### src/rtl/cmd_input_queue.sv
// Game command queue: merges UART key bytes and push-button events
// (edge + DAS/ARR auto-repeat) into one FIFO drained by the game FSM.
package enum_type;
    typedef enum logic [2:0] {
        NONE,
        LEFT,
        RIGHT,
        DOWN,
        DROP,
        HOLD,
        ROTATE,
        ROTATE_REV
    } state_type;
endpackage

module cmd_input_queue
    import enum_type::*;
#(
    parameter int         DEPTH       = 16,
    parameter int         DAS_DELAY   = 12_000_000,
    parameter int         ARR_PERIOD  = 3_000_000,
    parameter logic [3:0] REPEAT_MASK = 4'b0111
) (
    input  logic                     clk,
    input  logic                     reset_n,
    input  logic [3:0]               btn,
    input  logic                     rx_valid,
    input  logic [7:0]               rx_byte,
    input  logic                     pop,
    input  logic                     flush,
    output state_type                cmd,
    output logic                     cmd_valid,
    output logic [$clog2(DEPTH):0]   count,
    output logic                     full,
    output logic [7:0]               drop_cnt
);

    localparam int AW = $clog2(DEPTH);
    localparam int CW = $clog2(DAS_DELAY + 1);
    localparam logic [CW-1:0] DAS_C  = CW'(DAS_DELAY);
    localparam logic [CW-1:0] RELOAD = CW'(DAS_DELAY - ARR_PERIOD + 1);
    localparam logic [AW:0]   FULL_C = (AW+1)'(DEPTH);

    function automatic state_type map_rx(input logic [7:0] b);
        state_type c;
        c = NONE;
        case (b)
            "A", "a":      c = LEFT;
            "D", "d":      c = RIGHT;
            "S", "s":      c = DOWN;
            "W", "w", " ": c = DROP;
            "C", "c":      c = HOLD;
            "X", "x":      c = ROTATE;
            "Z", "z":      c = ROTATE_REV;
            default:       c = NONE;
        endcase
        return c;
    endfunction

    function automatic state_type map_btn(input int i);
        state_type c;
        case (i)
            0:       c = RIGHT;
            1:       c = DOWN;
            2:       c = LEFT;
            default: c = ROTATE;
        endcase
        return c;
    endfunction

    state_type       mem_q [DEPTH];
    logic [AW-1:0]   rd_q, rd_d, wr_q, wr_d;
    logic [AW:0]     cnt_q, cnt_d;
    logic [7:0]      drop_q, drop_d;
    logic [3:0]      pend_q, pend_d;
    logic [3:0]      prev_q;
    logic [CW-1:0]   hold_q [4];
    logic [CW-1:0]   hold_d [4];

    logic [3:0]      ev;
    logic [3:0]      sel_oh;
    logic [3:0]      serve;
    logic            pend_hit;
    state_type       pend_cmd;
    state_type       rx_cmd;
    state_type       push_cmd;
    logic            rx_hit, push_req, room;
    logic            do_pop, do_push, do_drop;

    // Hold counter equals the hold index; on reaching DAS it reloads so
    // the next match lands exactly ARR_PERIOD cycles later.
    always_comb begin
        for (int i = 0; i < 4; i++) begin
            ev[i]     = 1'b0;
            hold_d[i] = hold_q[i];
            if (!btn[i]) begin
                hold_d[i] = '0;
            end else if (!prev_q[i]) begin
                ev[i]     = 1'b1;
                hold_d[i] = REPEAT_MASK[i] ? CW'(1) : '0;
            end else if (REPEAT_MASK[i]) begin
                if (hold_q[i] == DAS_C) begin
                    ev[i]     = 1'b1;
                    hold_d[i] = RELOAD;
                end else begin
                    hold_d[i] = hold_q[i] + CW'(1);
                end
            end
        end
    end

    always_comb begin
        sel_oh   = '0;
        pend_hit = 1'b0;
        pend_cmd = NONE;
        for (int i = 3; i >= 0; i--) begin
            if (pend_q[i]) begin
                sel_oh   = 4'b0001 << i;
                pend_hit = 1'b1;
                pend_cmd = map_btn(i);
            end
        end
    end

    always_comb begin
        rx_cmd   = map_rx(rx_byte);
        rx_hit   = rx_valid && (rx_cmd != NONE);
        push_req = rx_hit || pend_hit;
        push_cmd = rx_hit ? rx_cmd : pend_cmd;
        serve    = rx_hit ? 4'b0000 : sel_oh;
        do_pop   = pop && (cnt_q != '0) && !flush;
        room     = (cnt_q != FULL_C) || do_pop;
        do_push  = push_req && room && !flush;
        do_drop  = push_req && !room && !flush;

        rd_d   = rd_q;
        wr_d   = wr_q;
        cnt_d  = cnt_q;
        drop_d = drop_q;
        pend_d = (pend_q & ~serve) | ev;

        if (flush) begin
            rd_d   = '0;
            wr_d   = '0;
            cnt_d  = '0;
            pend_d = '0;
        end else begin
            if (do_pop)
                rd_d = rd_q + AW'(1);
            if (do_push)
                wr_d = wr_q + AW'(1);
            if (do_push && !do_pop)
                cnt_d = cnt_q + (AW+1)'(1);
            else if (do_pop && !do_push)
                cnt_d = cnt_q - (AW+1)'(1);
            if (do_drop && drop_q != 8'hFF)
                drop_d = drop_q + 8'd1;
        end
    end

    always_ff @(posedge clk) begin
        if (!reset_n) begin
            rd_q   <= '0;
            wr_q   <= '0;
            cnt_q  <= '0;
            drop_q <= '0;
            pend_q <= '0;
            prev_q <= '0;
            for (int i = 0; i < 4; i++)
                hold_q[i] <= '0;
        end else begin
            rd_q   <= rd_d;
            wr_q   <= wr_d;
            cnt_q  <= cnt_d;
            drop_q <= drop_d;
            pend_q <= pend_d;
            prev_q <= btn;
            for (int i = 0; i < 4; i++)
                hold_q[i] <= hold_d[i];
        end
    end

    // Storage needs no reset: the head is masked by the count.
    always_ff @(posedge clk) begin
        if (reset_n && do_push)
            mem_q[wr_q] <= push_cmd;
    end

    assign cmd       = (cnt_q != '0) ? mem_q[rd_q] : NONE;
    assign cmd_valid = (cnt_q != '0);
    assign count     = cnt_q;
    assign full      = (cnt_q == FULL_C);
    assign drop_cnt  = drop_q;

endmodule

### config.mk
export PLATFORM = sky130hd
export DESIGN_NAME = cmd_input_queue
export DESIGN_NICKNAME = d
export VERILOG_FILES = /design/src/rtl/cmd_input_queue.sv
export SDC_FILE = /design/constraint.sdc
export NUM_CORES = 1
export LEC_CHECK = 0
export CAP_MARGIN = 30
export CORE_ASPECT_RATIO = 0.9
export CORE_MARGIN = 3
export CORE_UTILIZATION = 60
export DETAILED_ROUTE_END_ITERATION = 16
export GPL_TIMING_DRIVEN = 0
export PLACE_DENSITY = 0.81
export SYNTH_ARGS = -nofsm -noshare
export SYNTH_HDL_FRONTEND = slang
export SYNTH_SLANG_ARGS = --single-unit
### constraint.sdc
create_clock -name clk -period 4.8 [get_ports clk]
set_clock_uncertainty 0.05 [all_clocks]
set_input_delay 0.96 -clock clk [delete_from_list [all_inputs] [get_ports clk]]
set_output_delay 0.96 -clock clk [all_outputs]
set_load 0.01 [all_outputs]
Word-level counts from Yosys, hierarchy flattened --
Memories as Yosys holds them, arrays and structs flattened. A register that Yosys moved wholly into a read port is not among the register bits. Index checks and enable logic that the tools add are counted.
Word-level totals: bits in writable memories 144, word-level logic and storage cells 127, flip-flop bits (word level) 29, memories kept 2, output and inout bits 18
Operators by class: reductions and logical operators 30, muxes and demuxes 50, equal/unequal tests 22, $add $sub $neg 8, bitwise operators 9
Memory list:
- hold_q | words 4, bits a word 24, read ports 3, clocked after Yosys merged registers in 0, wr ports 4, RTL line 77 | logic [CW-1:0] hold_q [4];
- mem_q | words 16, bits a word 3, read ports 1, clocked after Yosys merged registers in 1, wr ports 1, RTL line 71 | state_type mem_q [DEPTH];
Operators by type and width (number):
- two-way mux 24 bit | 15
- == test 8 x 7 -> 1 bit, second input constant | 14
- adder 24 x 1 -> 24 bit, second input constant | 3
- == test 24 bit, second input constant | 3
- two-way mux 4 bit | 7
- one-hot mux 3 bit (7 select lines) | 1
- two-way mux 1 bit | 19
- two-way mux 3 bit | 6
- OR reduction 2 bit | 7
- logical AND 1 bit | 11
- two-way mux 5 bit | 2
- adder 4 x 1 -> 4 bit, second input constant | 2
- adder 8 x 1 -> 8 bit, second input constant | 1
- == test 8 x 6 -> 1 bit, second input constant | 1
- inequality test 8 bit, second input constant | 1
- adder 5 x 1 -> 5 bit, second input constant | 1
- == test 5 bit, second input constant | 1
- inequality test 5 bit, second input constant | 1
- nonzero test 5 bit | 1
- subtractor 5 x 1 -> 5 bit, second input constant | 1
- AND 4 bit | 1
- zero test 1 bit | 4
- inverter 4 bit | 1
- OR 1 bit | 4
- 8 further kinds | 11

Logic depth before layout (Yosys ltp) --
Gate-level depths: netlist of the first run.
depth in word-level cells 12, mapped depth 15, depth with buffers taken out 14

Worst setup path before layout of the first run --
OpenSTA, ideal clock, no wires.
path kind in2reg, start input port rx_byte[0], end register cnt_q[4], in the netlist count[4], arrival time 3.756 ns, cell stages on the path 15, slack 0.867 ns, buffers on the path 1, cell sequence nor4b_2 -> a2bb2oi_1 -> or4b_4 -> and3_1 -> buf_6 -> nor3_1 -> ha_1 -> inv_1 -> ha_1 -> nor2b_1 -> o21a_1 -> or3_1 -> a21oi_1 -> xnor2_1 -> nor2_1
Between the ends: longest elaborated chain between the ends 11, elaborated cells on any way between the ends 33
RTL lines:
- start: declaration | RTL line 28 | input logic [7:0] rx_byte,
- == test 8 x 7 -> 1 bit / == test 8 x 6 -> 1 bit (equally long branches) | RTL line 47 | case (b)
- OR reduction 3 bit / OR reduction 2 bit (equally long branches) | RTL line 47
- one-hot mux 3 bit (7 select lines) (*) | RTL line 47
- nonzero test 3 bit (*) | RTL line 127 | rx_hit = rx_valid && (rx_cmd != NONE);
- logical AND 1 bit (*) | RTL line 127
- logical OR 1 bit (*) | RTL line 128 | push_req = rx_hit || pend_hit;
- logical AND 1 bit (*) (2 in a row) | RTL line 133 | do_push = push_req && room && !flush;
- zero test 1 bit | RTL line 154 | else if (do_pop && !do_push)
- logical AND 1 bit | RTL line 154
- nonzero test 2 bit (no line)
- end signal: assignment | RTL line 174 | cnt_q <= cnt_d;
- end: declaration | RTL line 73 | logic [AW:0] cnt_q, cnt_d;
Mark *: on every way between the ends. The rest lies on a longest branch, timed or not. A chain may end at the register's enable or synchronous reset.

Final worst setup path of the first run --
Ends and elaborated chain as after synthesis.

==> flow_summary.ini, run 1 <==
[die]
core_area_mm2 = 0.0110
fp.dieH_um = 108
dieArea_mm2 = 0.0128
io-pin-count = 35
rows = 36
die_x_um = 119
initial_core_util_pct = 62.4

[drt]
routedWlPerCell_um = 16.3
drtPass1Iterations = 4
viasPerCell = 5.78
initialDrtViolationCount = 434
post-route-drc-count = 0
ant_nets = 0
vias = 5181
drt_wl_total_mm = 14.6

[cells_and_area]
n_antenna_cell = 0
num-fill-cells = 783
stdcell_area_mm2 = 0.00805
nets = 767
drive_gt1_share_pct = 8.32
syn_to_final_growth_pct = 16.9

[sta]
fmax_mhz = 220
rsz0062_at_grt = false
whs_ns = 0.442
setup_violations = 0
tightest_slew_ns = 0.935
drv_slew = 0
fin_crit_ns = 4.54
final.period_utilization_pct = 94.5
final_hold_viol_count = 0
fin_ws_ns = 0.263
final.setup.tns_ns = 0
relSlewSlack_pct = 37.1

[setup_path]
critPathKind = input pin to flip-flop
start_kind = input pin
critPathMaxFanout = 10
end_kind = flip-flop
r2r-end = count[4]
required_ns = 5.04
reg2reg_slack_ns = 1.12
r2r-start = count[0]
worstSetupEndpoint = count[4]
cp-startpoint = rx_byte[0]
r2r_cells = 12
cp.arrival_ns = 4.78

[synth]
synth_common_cells = dfxtp_1 (105), nor2_1 (100), nand2_1 (59)
yosysTopAreaCell = dfxtp_1
async_flop_share_pct = 0
synth_edf_count = 48
seq_area_frac_synth_pct = 51.4
syn-cell-area_mm2 = 0.00689
synth_most_common_cell = dfxtp_1
ys_ff_latch = 153
synthDistinctLibCells = 52
avgSynthCellArea_um2 = 10.2
synthTopCellsByArea = dfxtp_1 (31%), edfxtp_1 (21%), nor2_1 (5.4%), xor2_1 (5.3%), mux4_2 (4.9%)
synthFlopType = dfxtp_1
syn_inst = 676
synth_top_area_share_pct = 30.5
ys_warn_count = 0
synth_nets = 711

[placed_design]
place.gp.congestion = 0.891
dpl.hpwl_mm = 10.5
placed_cell_area_mm2 = 0.00744
place_ws_ns = -0.149
port_buffers = 34

[clocking]
clk_pin_slew_ns = 0.06
clkLatencyLatePin_ns = 0.43
tritoncts = yes
hold_buffers = 0
clkSinkCount = 153
cts_buffer_depth = 2
numCtsBuffers = 17
post_cts_buffers = 0
root_buffer = clkbuf_16
post_cts_resize_count = 0
cts.htree.levels = 4

[grt]
first_global_vias = 5097
track_usage_pct = 24.2
grt_overflow = 0
grt_max_degree = 17
grt_first_pass_wirelength_mm = 24.3
antenna_found_initial = 0

[power_and_ir_drop]
ir_drop_mv = 0.289
leakage_nw = 2.77
power_density_mw_per_mm2 = 362
p_total_mw = 2.91

[min_path]
hold_class = flip-flop to flip-flop

[status]
outcome = completed

[run]
maxCapViolations = 0
==> report_power, final <==
| part | switching, mW | internal, mW |
|---|---|---|
| Sequential | 0.0107 | 1.35 |
| Combinational | 0.0982 | 0.0827 |
| Clock | 0.512 | 0.862 |
| Total | 0.621 | 2.29 |
==> sequential cells by signal (all words and copies together), names as in the netlist, named ones only <==
register,flops
hold_q,72
mem_q,48
drop_cnt,8
count,5
pend_q,4
prev_q,4
rd_q,4
wr_q,4
==> area by class of cell <==
| class | count | area [µm²] | share of cell area [%] |
|---|---|---|---|
| flip-flops and latches | 153 | 3540 | 44.0 |
| multi-input cells | 481 | 3180 | 39.5 |
| clock buffers | 18 | 429 | 5.33 |
| repair buffers | 37 | 363 | 4.51 |
| well taps | 152 | 190 | 2.36 |
| clock inverters | 14 | 180 | 2.24 |
| inverters | 29 | 109 | 1.35 |
| plain buffers | 13 | 61.3 | 0.761 |
==> how the worst min path moves through the flow <==
| stage | start | to | slack (ns) | depth (start not counted) |
|---|---|---|---|---|
| after global placement | hold_q[0][18] | hold_q[0][18] | 0.41 | 2 |
| after CTS | hold_q[0][18] | hold_q[0][18] | 0.45 | 2 |
| final | hold_q[0][18] | hold_q[0][18] | 0.44 | 2 |
| after detailed placement | hold_q[0][18] | hold_q[0][18] | 0.44 | 2 |
| after global routing | prev_q[1] | hold_q[0][24] | 0.47 | 1 |
| after floorplan | hold_q[0][18] | hold_q[0][18] | 0.40 | 2 |
==> critical path, stage by stage <==
cell and delay (ns):
clkdlybuf4s50_1 0.56, nor4b_2 0.32, a2bb2oi_1 0.10, or4b_4 0.54, and3_1 0.22, buf_6 0.14
nor3_1 0.21, ha_1 0.29, inv_1 0.12, ha_1 0.30, nor2b_1 0.14, o21a_1 0.18
or3_1 0.31, a21oi_1 0.20, xnor2_1 0.14, nor2_1 0.06
==> metal layers <==
layer / global-route usage, % / vias to the layer above / share of wire, %
met5: 0 / - / 0
met4: 7.61 / 0 / 1.2
met3: 6.78 / 17 / 6.1
met2: 42.1 / 155 / 51
met1: 29.3 / 2501 / 42
li1: - / 2508 / -
==> kinds of logic after synthesis <==
group | after synthesis | synth area share, %
fa+ha+maj | 18 | 3.38
xor+xnor | 66 | 8.39
buf+inv | 42 | 2.47
mux | 26 | 6.52
compound gates | 54 | 4.77
flops | 153 | 51.4
simple gates | 317 | 23.1
==> metrics by stage <==
step                util, %  instances
floorplan                 -        676
global placement       67.3        862
detailed placement     67.5        865
CTS                    73.0        897
global route           73.0        897
finish                 73.0        897
==> placed cells by master, fill, tap and decap left out, types with 4 or more instances in the layout <==
| cell | count |
|---|---|
| clkbuf_1 | 9 |
| or4_1 | 6 |
| edfxtp_1 | 48 |
| nor2b_1 | 7 |
| xor2_1 | 42 |
| nor3_1 | 20 |
| o21ai_0 | 10 |
| clkbuf_16 | 17 |
| inv_1 | 29 |
| mux4_2 | 15 |
| a21oi_1 | 23 |
| nand4_1 | 19 |
| and2_1 | 5 |
| or3_1 | 6 |
| and3_1 | 22 |
| clkinv_2 | 5 |
| nand3_1 | 36 |
| dfxtp_1 | 105 |
| nand2_1 | 59 |
| o21a_1 | 5 |
| nor2_1 | 100 |
| xnor2_1 | 24 |
| nor4_1 | 7 |
| mux2i_1 | 10 |
| bufinv_16 | 4 |
| and4_1 | 4 |
| ha_1 | 17 |
| nand2b_1 | 8 |
| clkdlybuf4s50_1 | 34 |
No activity file was read; power rests on OpenSTA's default activity.
==> run 2, diff against run 1 <==
CTS_CLUSTER_DIAMETER = 80   (was default)
==> results of run 2 <==
No change in the layout: final DEF, timing and power equal those of run 1.
